--- config.mk ---
export PLATFORM = sky130hd
export DESIGN_NAME = mealy_ctrl_nch
export DESIGN_NICKNAME = d
export VERILOG_FILES = /design/src/rtl/mealy_ctrl_nch.sv
export SDC_FILE = /design/constraint.sdc
export NUM_CORES = 1
export LEC_CHECK = 0
export ABC_AREA = 0
export CAP_MARGIN = 25
export CORE_ASPECT_RATIO = 0.7
export CORE_MARGIN = 3
export CORE_UTILIZATION = 45
export CTS_BUF_LIST = sky130_fd_sc_hd__clkbuf_16
export DETAILED_ROUTE_END_ITERATION = 8
export PLACE_DENSITY = 0.68
export REMOVE_ABC_BUFFERS = 1
export SLEW_MARGIN = 0
export SYNTH_ARGS = -nofsm -noshare
export SYNTH_HDL_FRONTEND = slang
export SYNTH_SLANG_ARGS = --single-unit
--- constraint.sdc ---
create_clock -name clk -period 2.3 [get_ports clk]
set_input_delay 0.345 -clock clk [delete_from_list [all_inputs] [get_ports clk]]
set_output_delay 0.345 -clock clk [all_outputs]
set_load 0.05 [all_outputs]
--- src/rtl/mealy_ctrl_nch.sv ---
// N-channel two-output Mealy controller with a timed HOLD state per channel,
// a global freeze enable and optional registered B1/B2 outputs.
module mealy_ctrl_nch #(
  parameter int N_CH        = 4,
  parameter int HOLD_CYCLES = 3,
  parameter bit REG_OUT     = 1'b0,
  parameter int CNT_W       = $clog2(HOLD_CYCLES + 1)
) (
  input  logic                clk,
  input  logic                rst_n,
  input  logic                en,
  input  logic [N_CH-1:0]     I,
  input  logic [N_CH-1:0]     S,
  output logic [N_CH-1:0]     B1,
  output logic [N_CH-1:0]     B2,
  output logic [2*N_CH-1:0]   y,
  output logic                busy
);

  typedef enum logic [1:0] {
    IDLE   = 2'b00,
    ACTIVE = 2'b01,
    HOLD   = 2'b10,
    BAD    = 2'b11
  } state_t;

  localparam logic [CNT_W-1:0] CNT_LOAD = CNT_W'(HOLD_CYCLES - 1);

  logic [N_CH-1:0] busy_vec;

  for (genvar gi = 0; gi < N_CH; gi++) begin : g_ch
    state_t           state_q, state_d;
    logic [CNT_W-1:0] cnt_q, cnt_d;
    logic             b1_m, b2_m;
    logic             b1_out, b2_out;
    logic             go;

    assign go = I[gi] & ~S[gi];

    always_ff @(posedge clk) begin
      if (!rst_n) begin
        state_q <= IDLE;
        cnt_q   <= '0;
      end else begin
        state_q <= state_d;
        cnt_q   <= cnt_d;
      end
    end

    always_comb begin
      state_d = state_q;
      cnt_d   = cnt_q;
      b1_m    = 1'b0;
      b2_m    = 1'b0;
      case (state_q)
        IDLE: begin
          b1_m = go;
          if (en && go) state_d = ACTIVE;
        end
        ACTIVE: begin
          b1_m = go;
          b2_m = S[gi];
          // Sensor wins over request: a hit always starts a full hold period.
          if (en) begin
            if (S[gi]) begin
              state_d = HOLD;
              cnt_d   = CNT_LOAD;
            end else if (!I[gi]) begin
              state_d = IDLE;
            end
          end
        end
        HOLD: begin
          b2_m = 1'b1;
          if (en) begin
            if (cnt_q != '0) cnt_d = cnt_q - CNT_W'(1);
            else state_d = go ? ACTIVE : IDLE;
          end
        end
        default: begin
          state_d = IDLE;
          cnt_d   = '0;
        end
      endcase
      if (!en) begin
        b1_m = 1'b0;
        b2_m = 1'b0;
      end
    end

    if (REG_OUT) begin : g_reg
      logic b1_q, b2_q;
      always_ff @(posedge clk) begin
        if (!rst_n) begin
          b1_q <= 1'b0;
          b2_q <= 1'b0;
        end else begin
          b1_q <= b1_m;
          b2_q <= b2_m;
        end
      end
      assign b1_out = b1_q;
      assign b2_out = b2_q;
    end else begin : g_comb
      assign b1_out = b1_m;
      assign b2_out = b2_m;
    end

    // Outputs are forced low for the whole reset assertion, in either mode.
    assign B1[gi]         = rst_n & b1_out;
    assign B2[gi]         = rst_n & b2_out;
    assign y[2*gi +: 2]   = state_q;
    assign busy_vec[gi]   = (state_q != IDLE);
  end

  assign busy = |busy_vec;

endmodule

==> results by group, run 1 <==
Floorplan
  – Die Span X: 75.8 microns
  – Initial Utilization: 47.7%
  – Die Y: 54.8 microns
  – Die Area: 4150 sq um
  – I/O Pins: 28
  – CORE AREA: 3210 sq um
  – Site Rows: 17

Synthesis
  – Most common flop cell mapped by yosys: dfxtp_1
  – Top post-synthesis cells by area: ha_1, dfxtp_1, mux2i_1
  – Synth Area per Inst: 9.29 sq um
  – Syn Std Cell Area: 1530 sq um
  – Synth cell types: 25
  – #FFs+latches synth: 16
  – Asr flop ratio synth: 0%
  – Mapped Cells: 165
  – Area leader, netlist: ha_1
  – Yosys warning total: 0
  – EDFF count, synth: 0
  – Post-synthesis sequential area ratio: 20.9%
  – Yosys top cell area share: 21.2%

Global route
  – Overflow left after global routing: 0
  – Initial antenna violation count: 0
  – Pin count of the biggest net entering global routing: 25
  – Tot GR Track Use: 16.9%
  – GR Util met2: 27.7%
  – Global-route wire length before repair: 5.36 mm
  – Met1 GRT Util: 21.7%
  – Vias in the first global route: 1199
  – Grt met3 use: 4.04%
  – Top Usage Layer GRT: met2

Routing
  – Routed WL: 3.36 mm
  – Vias: 1248
  – Pre-antenna DRT Iters: 5
  – Avg Vias per Cell: 5.20
  – WL per Instance: 14.0 microns
  – Iteration-0 DRC Markers: 70
  – DRC errors left: 0
  – ANT nets after route: 0

Setup path
  – WP data arrival: 1.85 ns
  – CP endpoint kind: output port
  – Worst-path cell chain: clkdlybuf4s50_1 > nand2_2 > nor3b_2 > buf_12
  – Crit-path max cell delay: 0.72 ns
  – CP required: 1.96 ns
  – Worst Setup Path Type: in2out
  – Slowest CP cell: clkdlybuf4s50_1
  – Worst setup SP type: primary input
  – CP max FO: 11

Finish
  – Syn-to-layout area delta: 32.4%
  – # fillers: 259
  – Ant. Diodes: 0
  – Final instance area: 2030 sq um
  – Layout cell share with drive strength beyond 1: 17.1%
  – Nets: 232

Power and ir drop
  – P per Cell Area: 813 nW/um^2
  – Flop pwr share: 22.2%
  – NetSw: 702 uW
  – Leak: 0.757 nW
  – IR drop worst, VDD: 0.463 mV
  – Clock share of power: 20.7%
  – Switching Share: 42.6%
  – Total power: 1.65 mW
  – Power Internal: 947 uW
  – Logic pwr share: 57.1%

Clock network
  – Worst-path clk slew: 0.05 ns
  – CTS Sinks: 16
  – Clk root buf: clkbuf_16
  – Hold Buf Count CTS: 0
  – Worst-Skew Late Latency: 0.25 ns
  – CTS Buf Count: 3
  – H-Tree Depth: 1
  – TritonCTS clock tree: built
  – Post-CTS Setup Inserts: 0
  – Max Root-Sink Buffers: 2

STA
  – Tightest Pin Transition: 0.505 ns
  – Setup TNS: 0 ns
  – Slew Limit Headroom: 66.3%
  – Slew Limit Fails: 0
  – Worst Skew: 0.000803 ns
  – Fin crit share: 95.4%
  – Setup Viol. Count Final: 0
  – F_max: 456 MHz
  – Tmin final: 2.20 ns
  – Fin Hold WS: 0.514 ns
  – Fin. Hold Viols: 0

Place
  – Dpl cell area: 1930 sq um
  – Placer Congestion: 0.811
  – Hpwl dp: 2.62 mm
  – IO buf count: 27

Flow run
  – Max-cap viol count: 0

Min path
  – Worst Hold Class: reg2reg

Outcome
  – Outcome: complete, no violations
worst max-delay path, delay by kind of cell:
family	cells	cell delay, ns
buf+inv	2	0.90
simple gates	2	0.60
cell usage in the layout, fill, tap and decap left out, drive strengths merged:
cell / count
ha: 26
clkdlybuf4s50: 18
inv: 17
nor2b: 17
mux2i: 16
dfxtp: 16
nand2: 12
buf: 10
o21ai: 9
a21oi: 8
a2111oi: 7
and2: 6
nor2: 4
nor3b: 4
or3b: 4
o21ba: 4
a21boi: 3
clkbuf: 3
nand3: 2
nand4b: 2
and3: 2
nand4: 1
nand3b: 1
a222oi: 1
stage by stage:
stage / instances / utilization (%) / setup WS [ns]
2_1_floorplan: 162 / - / -0.378
3_3_place_gp: 237 / 60.1 / -0.0502
3_5_place_dp: 237 / 60.1 / -0.0843
4_1_cts: 240 / 62.6 / -0.0856
5_1_grt: 240 / 63.2 / -0.00232
6_report: 240 / 63.2 / 0.105
Yosys cell counts, types with 3 or more instances:
library cell / count
or3b_2: 4
ha_1: 26
nor2b_1: 17
mux2i_1: 16
a2111oi_2: 3
a2111oi_4: 4
and2_1: 6
dfxtp_1: 16
a21oi_1: 8
nor3b_1: 4
nor2_1: 4
o21ai_0: 9
inv_1: 17
nand2_1: 12
a21boi_0: 3
repair_timing:
item | CTS | global route
gates resized for setup | 1 | 4
setup endpoints to repair | 4 | 8
endpoints found under the hold margin | 0 | 0
flip-flops by register name (all words and copies together), names as in the netlist:
name,cells
g_ch.cnt_q,8
g_ch.state_q,8
final timing paths:
check	depth (start not counted)	startpoint	slack, ns	to
hold reg to reg	2	g_ch[0].cnt_q[0]$_SDFFE_PN0P_	0.51	g_ch[0].cnt_q[0]$_SDFFE_PN0P_
setup reg to reg	5	g_ch[2].state_q[0]$_SDFFE_PN0P_	0.37	g_ch[2].state_q[1]$_SDFFE_PN0P_
hold / removal	2	g_ch[0].cnt_q[0]$_SDFFE_PN0P_	0.51	g_ch[0].cnt_q[0]$_SDFFE_PN0P_
setup / recovery	4	en	0.10	B2[2]
cell type report:
type | count | area (sq um) | area share [%]
inverter | 17 | 63.8 | 3.14
tap | 47 | 58.8 | 2.90
timing repair buffer | 28 | 355 | 17.5
sequential | 16 | 320 | 15.8
clock buffer | 3 | 75.1 | 3.70
multi-input combinational | 129 | 1160 | 57.0
power groups by stage:
stage / clock network [mW] / registers, mW / logic (mW)
4_1_cts: 0.350 / 0.365 / 0.943
5_1_grt: 0.361 / 0.371 / 1.02
3_3_place_gp: 0 / 0.368 / 0.927
6_report: 0.341 / 0.367 / 0.942
3_5_place_dp: 0 / 0.371 / 0.939
2_1_floorplan: 0 / 0.469 / 0.597
kinds of logic after synthesis:
group                    synth area share (%)
multiplexers                             10.4
flip-flops                               20.9
buffers and inverters                    5.14
adder cells (fa/ha/maj)                  21.2
AO/OA/AOI/OAI                            21.2
AND/OR/NAND/NOR                          21.1
metal layers:
| layer | vias up | share of wire [%] |
|---|---|---|
| met3 | 8 | 5.4 |
| li1 | 628 | - |
| met4 | 0 | 2.0 |
| met2 | 40 | 47 |
| met5 | - | 0 |
| met1 | 572 | 45 |
(Power assumes the default switching activity.)
==> run 2: changes to the inputs <==
--- a/config.mk
+++ b/config.mk
@@ -8,7 +8,7 @@
 export ABC_AREA = 0
 export CAP_MARGIN = 25
 export CORE_ASPECT_RATIO = 0.7
-export CORE_MARGIN = 3
+export CORE_MARGIN = 10
 export CORE_UTILIZATION = 45
 export CTS_BUF_LIST = sky130_fd_sc_hd__clkbuf_16
 export DETAILED_ROUTE_END_ITERATION = 8
==> run 2 against run 1 <==
Critical path depth unchanged. Sequential share of layout area up 0.088 points. Power up 1.7%. Clock power grew 3%. Routed wire length grew 9.0%. Cell count rose by 0.83%. Combinational power rose by 2%. Via count rose by 2.3%. Utilization fell by 0.35 points. Die area grew 49%. Register-to-register slack better by 0.02 ns.
==> results by group, run 2 (synthesized netlist as in run 1, its figures left out) <==
Finish
  – Nets: 233 (was 232)
  – Most frequent cells in the layout: ha_1, clkdlybuf4s50_1, inv_1, nor2b_1 (unchanged)
  – Ant. Diodes: 0 (unchanged)
  – Finished Layout Cells: 242 (was 240)
  – Final core utilization: 62.8% (was 63.2%)
  – Syn-to-layout area delta: 31.7% (was 32.4%)
  – Largest regs: g_ch.cnt_q: 8 flops, g_ch.state_q: 8 flops (unchanged)
  – Layout cell share with drive strength beyond 1: 14.9% (was 17.1%)
  – Commonest non-fill, non-tap cell in the layout: ha_1 (unchanged)

Min path
  – Hold Startpoint: g_ch[0].cnt_q[0]$_SDFFE_PN0P_ (unchanged)
  – Worst Hold Class: reg2reg (unchanged)
  – Worst Hold Path EP: g_ch[0].cnt_q[0]$_SDFFE_PN0P_ (unchanged)
  – Hold Crit Depth: 2 (unchanged)

Floorplan
  – Die Y: 68.8 microns (was 54.8 microns)
  – Die Area: 6180 sq um (was 4150 sq um)
  – CORE AREA: 3210 sq um (unchanged)
  – Site Rows: 17 (unchanged)
  – Initial Utilization: 47.7% (unchanged)
  – Die Span X: 89.8 microns (was 75.8 microns)
  – I/O Pins: 28 (unchanged)

STA
  – Fin. Hold Viols: 0 (unchanged)
  – Tightest Pin Transition: 0.509 ns (was 0.505 ns)
  – Setup TNS: 0 ns (unchanged)
  – Slew Limit Headroom: 66.0% (was 66.3%)
  – Tmin final: 2.15 ns (was 2.20 ns)
  – Worst Skew: 0.00187 ns (was 0.000803 ns)
  – Final WS setup: 0.148 ns (was 0.105 ns)
  – Fin crit share: 93.5% (was 95.4%)
  – F_max: 465 MHz (was 456 MHz)
  – Slew Limit Fails: 0 (unchanged)
  – RSZ-0062 raised after global routing: false
  – Setup Viol. Count Final: 0 (unchanged)

Global route
  – Tot GR Track Use: 11.9% (was 16.9%)
  – Pin count of the biggest net entering global routing: 25 (unchanged)
  – Vias in the first global route: 1327 (was 1199)
  – Overflow left after global routing: 0 (unchanged)
  – Global-route wire length before repair: 6.02 mm (was 5.36 mm)
  – Initial antenna violation count: 0 (unchanged)

Clock network
  – Worst-path clk slew: 0.05 ns (about the same)
  – CTS Buf Count: 3 (unchanged)
  – Worst-Skew Late Latency: 0.25 ns (about the same)
  – Post-CTS Setup Inserts: 0 (unchanged)
  – PostCTS Resize Cnt: 0 (was 1)
  – CTS Sinks: 16 (unchanged)
  – Clk root buf: clkbuf_16 (unchanged)
  – H-Tree Depth: 1 (unchanged)
  – TritonCTS clock tree: built (unchanged)
  – Hold Buf Count CTS: 0 (unchanged)
  – Max Root-Sink Buffers: 2 (unchanged)

Place
  – Placed insts: 238 (was 237)
  – Placer Congestion: 0.894 (was 0.811)
  – IO buf count: 27 (unchanged)
  – Pre-CTS setup slack: 0.156 ns (was -0.0843 ns)
  – Hpwl dp: 2.81 mm (was 2.62 mm)

Setup path
  – Slowest CP cell: clkdlybuf4s50_1 (unchanged)
  – Reg2Reg Depth: 5 (unchanged)
  – Worst-path cell chain: clkdlybuf4s50_1 > nand2_1 > nor3b_1 > buf_12 (was clkdlybuf4s50_1 > nand2_2 > nor3b_2 > buf_12)
  – Worst setup SP type: primary input (unchanged)
  – Buf+Inv Stages, Crit Path: 2 (unchanged)
  – WP data arrival: 1.81 ns (was 1.85 ns)
  – Reg2reg end: g_ch[2].state_q[0]$_SDFFE_PN0P_ (was g_ch[2].state_q[1]$_SDFFE_PN0P_)
  – RR Startpoint: g_ch[2].state_q[0]$_SDFFE_PN0P_ (unchanged)
  – R2r setup slk: 0.39 ns (was 0.37 ns)
  – Top delay family on crit path: buffers and inverters (unchanged)
  – CP endpoint kind: output port (unchanged)
  – CP max FO: 8 (was 11)
  – CP required: 1.96 ns (about the same)
  – Worst Setup Path Type: in2out (unchanged)
  – Crit-path max cell delay: 0.55 ns (was 0.72 ns)

Routing
  – Pre-antenna DRT Iters: 4 (was 5)
  – Vias: 1277 (was 1248)
  – DRC errors left: 0 (unchanged)
  – WL per Instance: 15.1 microns (was 14.0 microns)
  – Avg Vias per Cell: 5.28 (was 5.20)
  – Iteration-0 DRC Markers: 60 (was 70)
  – ANT nets after route: 0 (unchanged)
  – Routed WL: 3.66 mm (was 3.36 mm)

Outcome
  – Outcome: complete, no violations (unchanged)

Power and ir drop
  – P per Cell Area: 831 nW/um^2 (was 813 nW/um^2)
  – Leak: 0.761 nW (was 0.757 nW)
  – IR drop worst, VDD: 0.482 mV (was 0.463 mV)

Flow run
  – Max-cap viol count: 0 (unchanged)
run 2: per-stage QoR:
stage               total power [mW]  instance area (sq um)  hold WS (ns)
floorplan                       1.07                   1520         0.467
global placement                1.30                   1940         0.499
detailed placement              1.32                   1940         0.515
CTS                             1.69                   2020         0.530
global route                    1.77                   2020         0.561
finish                          1.68                   2020         0.527
run 2: cell type report:
class	count	area, sq um
Tap cell	47	58.8
Multi-Input combinational cell	129	1130
Sequential cell	16	320
Inverter	17	63.8
Timing Repair Buffer	29	363
Clock buffer	3	75.1
Fill cell	273	1190
Clock inverter	1	3.75
run 2: worst max path at each step:
stage / start / endpoint / slack, ns / cells past startpoint
floorplan: g_ch[0].state_q[0]$_SDFFE_PN0P_ / B2[0] / -0.38 / 3
global placement: en / B2[3] / 0.18 / 4
global route: en / B2[2] / 0.05 / 4
CTS: en / B2[0] / 0.15 / 4
finish: en / B2[3] / 0.15 / 4
detailed placement: en / B2[0] / 0.16 / 4
run 2: power breakdown:
| part | leakage [nW] | internal, mW | total [mW] | switching (mW) |
|---|---|---|---|---|
| registers | 0.130 | 0.313 | 0.367 | 0.0547 |
| clock network | 0.0385 | 0.231 | 0.352 | 0.121 |
| logic | 0.593 | 0.406 | 0.958 | 0.552 |
run 2: metal layers:
layer / track usage (%) / part of all wire (%) / vias to the layer above
li1: - / - / 634
met1: 13.7 / 46 / 605
met2: 20.1 / 48 / 29
met3: 4.42 / 5.2 / 9
met4: 4.42 / 1.2 / 0
met5: 0 / 0 / -
run 2: worst reg2reg max path, delay by kind of cell (launching register included):
kind | cells | cell delay (ns)
AOI/OAI and AO/OA | 2 | 0.74
DFF | 1 | 0.43
adders and majority gates | 1 | 0.32
muxes | 1 | 0.25
buffers and inverters | 1 | 0.10
==> run 3: changes to the inputs <==
--- a/config.mk
+++ b/config.mk
@@ -18,3 +18,4 @@
 export SYNTH_ARGS = -nofsm -noshare
 export SYNTH_HDL_FRONTEND = slang
 export SYNTH_SLANG_ARGS = --single-unit
+export TNS_END_PERCENT = 100
==> results of run 3 <==
Final layout, timing and power as in run 2 (identical DEF).
